==> src/rtl/dmem_arbiter.sv <==
// dmem_arbiter
//   Two-port arbiter/sequencer in front of the single-cycle data memory.
//   Port 0 is the CPU load/store path, port 1 the loader/debug path. One
//   access is in flight at a time and takes three cycles: IDLE (sample/grant),
//   ACCESS (memory enables driven), DONE (completion pulse back to the winner).
//
//   Build option: DMEM_ARB_FIXED_PRIO_EN
//     defined   -> port 0 always wins a tie (port 1 can starve)
//     undefined -> round-robin, the port not granted last wins a tie
//
//   Ports
//     clk, reset            system clock, asynchronous active-high reset
//     pN_req/we/addr/wdata  request from port N, held until pN_gnt
//     pN_gnt                one-cycle pulse, command accepted (ACCESS cycle)
//     pN_done/pN_err        one-cycle completion pulse, err = address out of range
//     pN_rdata              last read result of port N, held until its next read
//     mem_addr/we/re/wdata  registered memory controls
//     mem_rdata             memory read data (valid at the end of ACCESS)
//
// State table
//   state    | meaning
//   S_IDLE   | waiting for a request; arbitrates and latches the command
//   S_ACCESS | memory enables asserted for the granted command
//   S_DONE   | done/err pulse to the granted port

module dmem_arbiter #(
  parameter int ADDR_W = 8
) (
  input  logic        clk,
  input  logic        reset,
  input  logic        p0_req,
  input  logic        p0_we,
  input  logic [31:0] p0_addr,
  input  logic [31:0] p0_wdata,
  input  logic        p1_req,
  input  logic        p1_we,
  input  logic [31:0] p1_addr,
  input  logic [31:0] p1_wdata,
  output logic        p0_gnt,
  output logic        p0_done,
  output logic        p0_err,
  output logic [31:0] p0_rdata,
  output logic        p1_gnt,
  output logic        p1_done,
  output logic        p1_err,
  output logic [31:0] p1_rdata,
  output logic [31:0] mem_addr,
  output logic        mem_we,
  output logic        mem_re,
  output logic [31:0] mem_wdata,
  input  logic [31:0] mem_rdata
);

  typedef enum logic [1:0] {
    S_IDLE   = 2'd0,
    S_ACCESS = 2'd1,
    S_DONE   = 2'd2
  } state_t;

  state_t      r_state;
  logic        r_port;
  logic        r_cmd_we;
  logic        r_cmd_oor;
  logic [1:0]  r_gnt;
  logic [1:0]  r_done;
  logic [1:0]  r_err;
  logic [31:0] r_rdata0;
  logic [31:0] r_rdata1;
  logic [31:0] r_mem_addr;
  logic [31:0] r_mem_wdata;
  logic        r_mem_we;
  logic        r_mem_re;
`ifndef DMEM_ARB_FIXED_PRIO_EN
  logic        r_last;
`endif

  logic        w_any;
  logic        w_win;
  logic        w_sel_we;
  logic [31:0] w_sel_addr;
  logic [31:0] w_sel_wdata;
  logic        w_in_range;

  assign w_any = p0_req | p1_req;

  // Winner only matters when w_any is set; with a single requester it is that one.
`ifdef DMEM_ARB_FIXED_PRIO_EN
  assign w_win = ~p0_req;
`else
  assign w_win = (p0_req & p1_req) ? ~r_last : ~p0_req;
`endif

  assign w_sel_we    = w_win ? p1_we    : p0_we;
  assign w_sel_addr  = w_win ? p1_addr  : p0_addr;
  assign w_sel_wdata = w_win ? p1_wdata : p0_wdata;
  assign w_in_range  = ~|w_sel_addr[31:ADDR_W];

  always_ff @(posedge clk or posedge reset) begin
    if (reset) begin
      r_state     <= S_IDLE;
      r_port      <= 1'b0;
      r_cmd_we    <= 1'b0;
      r_cmd_oor   <= 1'b0;
      r_gnt       <= 2'b00;
      r_done      <= 2'b00;
      r_err       <= 2'b00;
      r_rdata0    <= 32'd0;
      r_rdata1    <= 32'd0;
      r_mem_addr  <= 32'd0;
      r_mem_wdata <= 32'd0;
      r_mem_we    <= 1'b0;
      r_mem_re    <= 1'b0;
`ifndef DMEM_ARB_FIXED_PRIO_EN
      r_last      <= 1'b1;
`endif
    end else begin
      // Pulses and enables default low; each lives for exactly one state.
      r_gnt    <= 2'b00;
      r_done   <= 2'b00;
      r_err    <= 2'b00;
      r_mem_we <= 1'b0;
      r_mem_re <= 1'b0;
      case (r_state)
        S_IDLE: begin
          if (w_any) begin
            r_port      <= w_win;
`ifndef DMEM_ARB_FIXED_PRIO_EN
            r_last      <= w_win;
`endif
            r_cmd_we    <= w_sel_we;
            r_cmd_oor   <= ~w_in_range;
            r_gnt[w_win] <= 1'b1;
            r_mem_addr  <= {{(32-ADDR_W){1'b0}}, w_sel_addr[ADDR_W-1:0]};
            r_mem_wdata <= w_sel_wdata;
            // Out-of-range commands keep both enables low; the two enables
            // are mutually exclusive by construction through w_sel_we.
            r_mem_we    <= w_sel_we & w_in_range;
            r_mem_re    <= ~w_sel_we & w_in_range;
            r_state     <= S_ACCESS;
          end
        end
        S_ACCESS: begin
          r_done[r_port] <= 1'b1;
          r_err[r_port]  <= r_cmd_oor;
          if (!r_cmd_we) begin
            if (r_port) r_rdata1 <= r_cmd_oor ? 32'd0 : mem_rdata;
            else        r_rdata0 <= r_cmd_oor ? 32'd0 : mem_rdata;
          end
          r_state <= S_DONE;
        end
        S_DONE: begin
          r_state <= S_IDLE;
        end
        default: begin
          r_state <= S_IDLE;
        end
      endcase
    end
  end

  assign p0_gnt    = r_gnt[0];
  assign p1_gnt    = r_gnt[1];
  assign p0_done   = r_done[0];
  assign p1_done   = r_done[1];
  assign p0_err    = r_err[0];
  assign p1_err    = r_err[1];
  assign p0_rdata  = r_rdata0;
  assign p1_rdata  = r_rdata1;
  assign mem_addr  = r_mem_addr;
  assign mem_wdata = r_mem_wdata;
  assign mem_we    = r_mem_we;
  assign mem_re    = r_mem_re;

endmodule
==> config.mk <==
export PLATFORM = sky130hd
export DESIGN_NAME = dmem_arbiter
export DESIGN_NICKNAME = d
export VERILOG_FILES = /design/src/rtl/dmem_arbiter.sv
export SDC_FILE = /design/constraint.sdc
export NUM_CORES = 1
export LEC_CHECK = 0
export BUFFER_PORTS_ARGS = -buffer_cell sky130_fd_sc_hd__buf_2
export CAP_MARGIN = 20
export CORE_ASPECT_RATIO = 0.7
export CORE_MARGIN = 2
export CORE_UTILIZATION = 30
export CTS_BUF_LIST = sky130_fd_sc_hd__clkbuf_8
export CTS_CLUSTER_DIAMETER = 40
export CTS_CLUSTER_SIZE = 10
export DETAILED_ROUTE_END_ITERATION = 8
export SLEW_MARGIN = 25
export SYNTH_ARGS = -nofsm -noshare
export SYNTH_HDL_FRONTEND = slang
export SYNTH_SLANG_ARGS = --single-unit
==> constraint.sdc <==
create_clock -name clk -period 5.1 [get_ports clk]
set_input_delay 0.51 -clock clk [delete_from_list [all_inputs] [get_ports clk]]
set_output_delay 0.51 -clock clk [all_outputs]
set_load 0.05 [all_outputs]
==> impl_metrics.toml <==
[synthesis]
synthArstFlopShare = 1.00
synth_edf_count = 0
synth_area_leaders = "dfrtp_1, o21ai_0, mux2i_1"
ys_seq_elements = 118
synth_commonest_cells = "dfrtp_1, nand2_1, o21ai_0"
yosysUniqueCellTypes = 28
synth_top_cell_area_share = 0.576
synthFlopType = "dfrtp_1"
syn_area_um2 = 5080
yosysSeqAreaShare = 0.581
ys_warn_count = 0
yosys.cell_count.top_type = "dfrtp_1"
yosys.area.top_type = "dfrtp_1"
synthCells = 498
syn_area_per_cell_um2 = 10.2

[outcome]
status = "complete, no violations"

[critical_path]
required_ns = 5.44
cp_max_fo = 35
crit_path_end_kind = "register"
start_kind = "register"
worstPathArrival_ns = 2.36
crit_type = "reg -> reg"

[sta]
hold_viol_final = 0
fin_crit_ns = 2.03
finalSetupViolations = 0
slew_violations = 0
fin_setup_tns_ns = 0
post-route-period-util = 0.397
final.setup.worst_slack_ns = 3.07
rsz0062_at_grt = "no"
tightest_slew_ns = 0.897
clock-skew-final_ns = 0.0133
timing.hold.ws_ns = 0.255
fmax_mhz = 494
relSlewSlack = 0.402

[global_routing]
grt_pass1_wl_mm = 23.0
grt_pass1_vias = 4343
antenna_found_initial = 1
grt_max_degree = 74
gr-usage-all-layers = 0.165
globalRouteOverflowTotal = 0

[cts]
clockRootBuffer = "clkbuf_8"
cts_sinks = 118
cts_setup_buffers = 0
ctsHoldBuffers = 0
ctsResizeCount = 0
cts_buffers = 17
worstSkewPairLatency_ns = 0.43
cts_tree = "yes"
clk_path_buf_depth = 2
cts.clk_slew.worst_paths_ns = 0.07
cts_htree_levels = 4

[power_and_ir_drop]
p_switching_w = 0.00263
leakage_nw = 3.81
power.clock.fraction = 0.193
power_frac_comb = 0.508
power_per_cell_area_nw_per_um2 = 732
p_int_w = 0.00253
seqPwrFrac = 0.300
switching_share = 0.510
irDropWorstVdd_uv = 363

[route]
routed_wl_mm = 14.4
vias = 4280
ant_nets = 0
vias_per_cell = 4.25
dr.first_iter.drc_count = 157
dr.pass1.iters = 4
detail_route.wl_per_cell_um = 14.3
remaining_drc_errors = 0

[place]
dp_slack_ns = 2.69
gp_congestion = 0.740
detailed_place.area_um2 = 6590
port_buffers = 277
place_hpwl_mm = 10.5

[floorplanning]
num_rows = 39
die-area_um2 = 18000
fp.coreArea_um2 = 16400
die_x_um = 160
initial_core_util = 0.309
io_pins = 302
die_h_um = 113

[final_layout]
regArea_um2 = 2950
areaGrowthSynthToFinish_pct = 38.7
n_fill_cell = 1687
nets = 934
drive_gt1_frac = 0.416
final_cell_area_um2 = 7050
multiInputGateArea_um2 = 1910

[min_path]
hold_class = "in -> async"

[run]
maxCapViolCount = 0
==> per-layer routing <==
metal | up-vias | share of wire | wire length (um) | GRT usage
met2 | 158 | 0.47 | 6840 | 0.268
met3 | 10 | 0.082 | 1180 | 0.0605
met5 | - | 0 | 0 | 0
li1 | 2170 | - | - | -
met1 | 1942 | 0.44 | 6290 | 0.204
met4 | 0 | 0.0097 | 140 | 0.0558
==> logic make-up (layout without fill, tap and decap cells) <==
group	count (synthesis)	count (layout)	synth area share
and+or+nand+nor	169	169	0.159
AOI/OAI and AO/OA	110	110	0.110
DFF	118	118	0.581
buffers and inverters	58	318	0.0660
muxes	42	42	0.0829
other	1	25	0.000738
==> registers in the layout, summed over array words and instances (netlist names), 2 cells and up <==
signal,cells
p1_rdata,32
r_gnt,2
mem_wdata,32
r_err,2
p0_rdata,32
r_state,2
mem_addr,8
r_done,2
==> stage by stage <==
step                      power (W)  utilization  instances
final                       0.00516        0.429       1007
after global routing        0.00549        0.429       1007
after CTS                   0.00523        0.429       1006
after detailed placement    0.00422        0.400        974
after global placement      0.00419        0.400        974
after floorplan             0.00356            -        521
==> placed cells by master, fill, tap and decap left out, drive strengths merged <==
master | synthesis | final
a211oi | 2 | 2
a21oi | 1 | 1
a31o | 1 | 1
and2 | 4 | 4
and3 | 1 | 1
and4 | 1 | 1
buf | 37 | 282
bufinv | 0 | 5
clkbuf | 17 | 19
clkinv | 0 | 7
conb | 1 | 24
dfrtp | 117 | 117
dfstp | 1 | 1
diode | 0 | 1
inv | 4 | 5
mux2 | 1 | 1
mux2i | 41 | 41
nand2 | 105 | 105
nand2b | 33 | 33
nand3b | 1 | 1
nand4 | 2 | 2
nor2 | 7 | 7
nor3 | 1 | 1
nor4 | 12 | 12
o21ai | 106 | 106
or3 | 2 | 2
==> path summary, 6_finish.rpt <==
path / to / start / cells after the start / slack, ns
worst max-delay path: mem_re / r_last / 4 / 3.07
worst min-delay path: mem_wdata[0] / reset / 2 / 0.26
worst max register to register: mem_re / r_last / 4 / 3.07
worst min register to register: p1_rdata[6] / p1_rdata[6] / 2 / 0.47
max in group asynchronous: p0_rdata[24] / reset / 3 / 3.69
min in group clk: p1_rdata[19] / mem_rdata[19] / 3 / 0.36
==> critical path: stages, from the launching register on <==
cell and delay [ns]:
dfstp_2 0.38, o21ai_4 0.38, buf_4 0.58, mux2_2 0.40, a211oi_1 0.20
==> layout make-up <==
cell class                      instances  share of cell area
Antenna cell                            1            0.000355
Timing Repair Buffer                  282               0.202
Tap cell                              225              0.0399
Clock buffer                           19              0.0371
Sequential cell                       118               0.419
Clock inverter                         13              0.0289
Multi-Input combinational cell        345               0.271
Inverter                                4             0.00248
==> power by group through the flow <==
| stage | sequential, W | combinational [W] | clock, W |
|---|---|---|---|
| floorplan | 0.00288 | 0.000682 | 0 |
| global placement | 0.00156 | 0.00263 | 0 |
| detailed placement | 0.00156 | 0.00266 | 0 |
| CTS | 0.00155 | 0.00265 | 0.00103 |
| global route | 0.00160 | 0.00281 | 0.00108 |
| finish | 0.00155 | 0.00262 | 0.000994 |
Note: power is estimated with default switching activity, not from simulation.
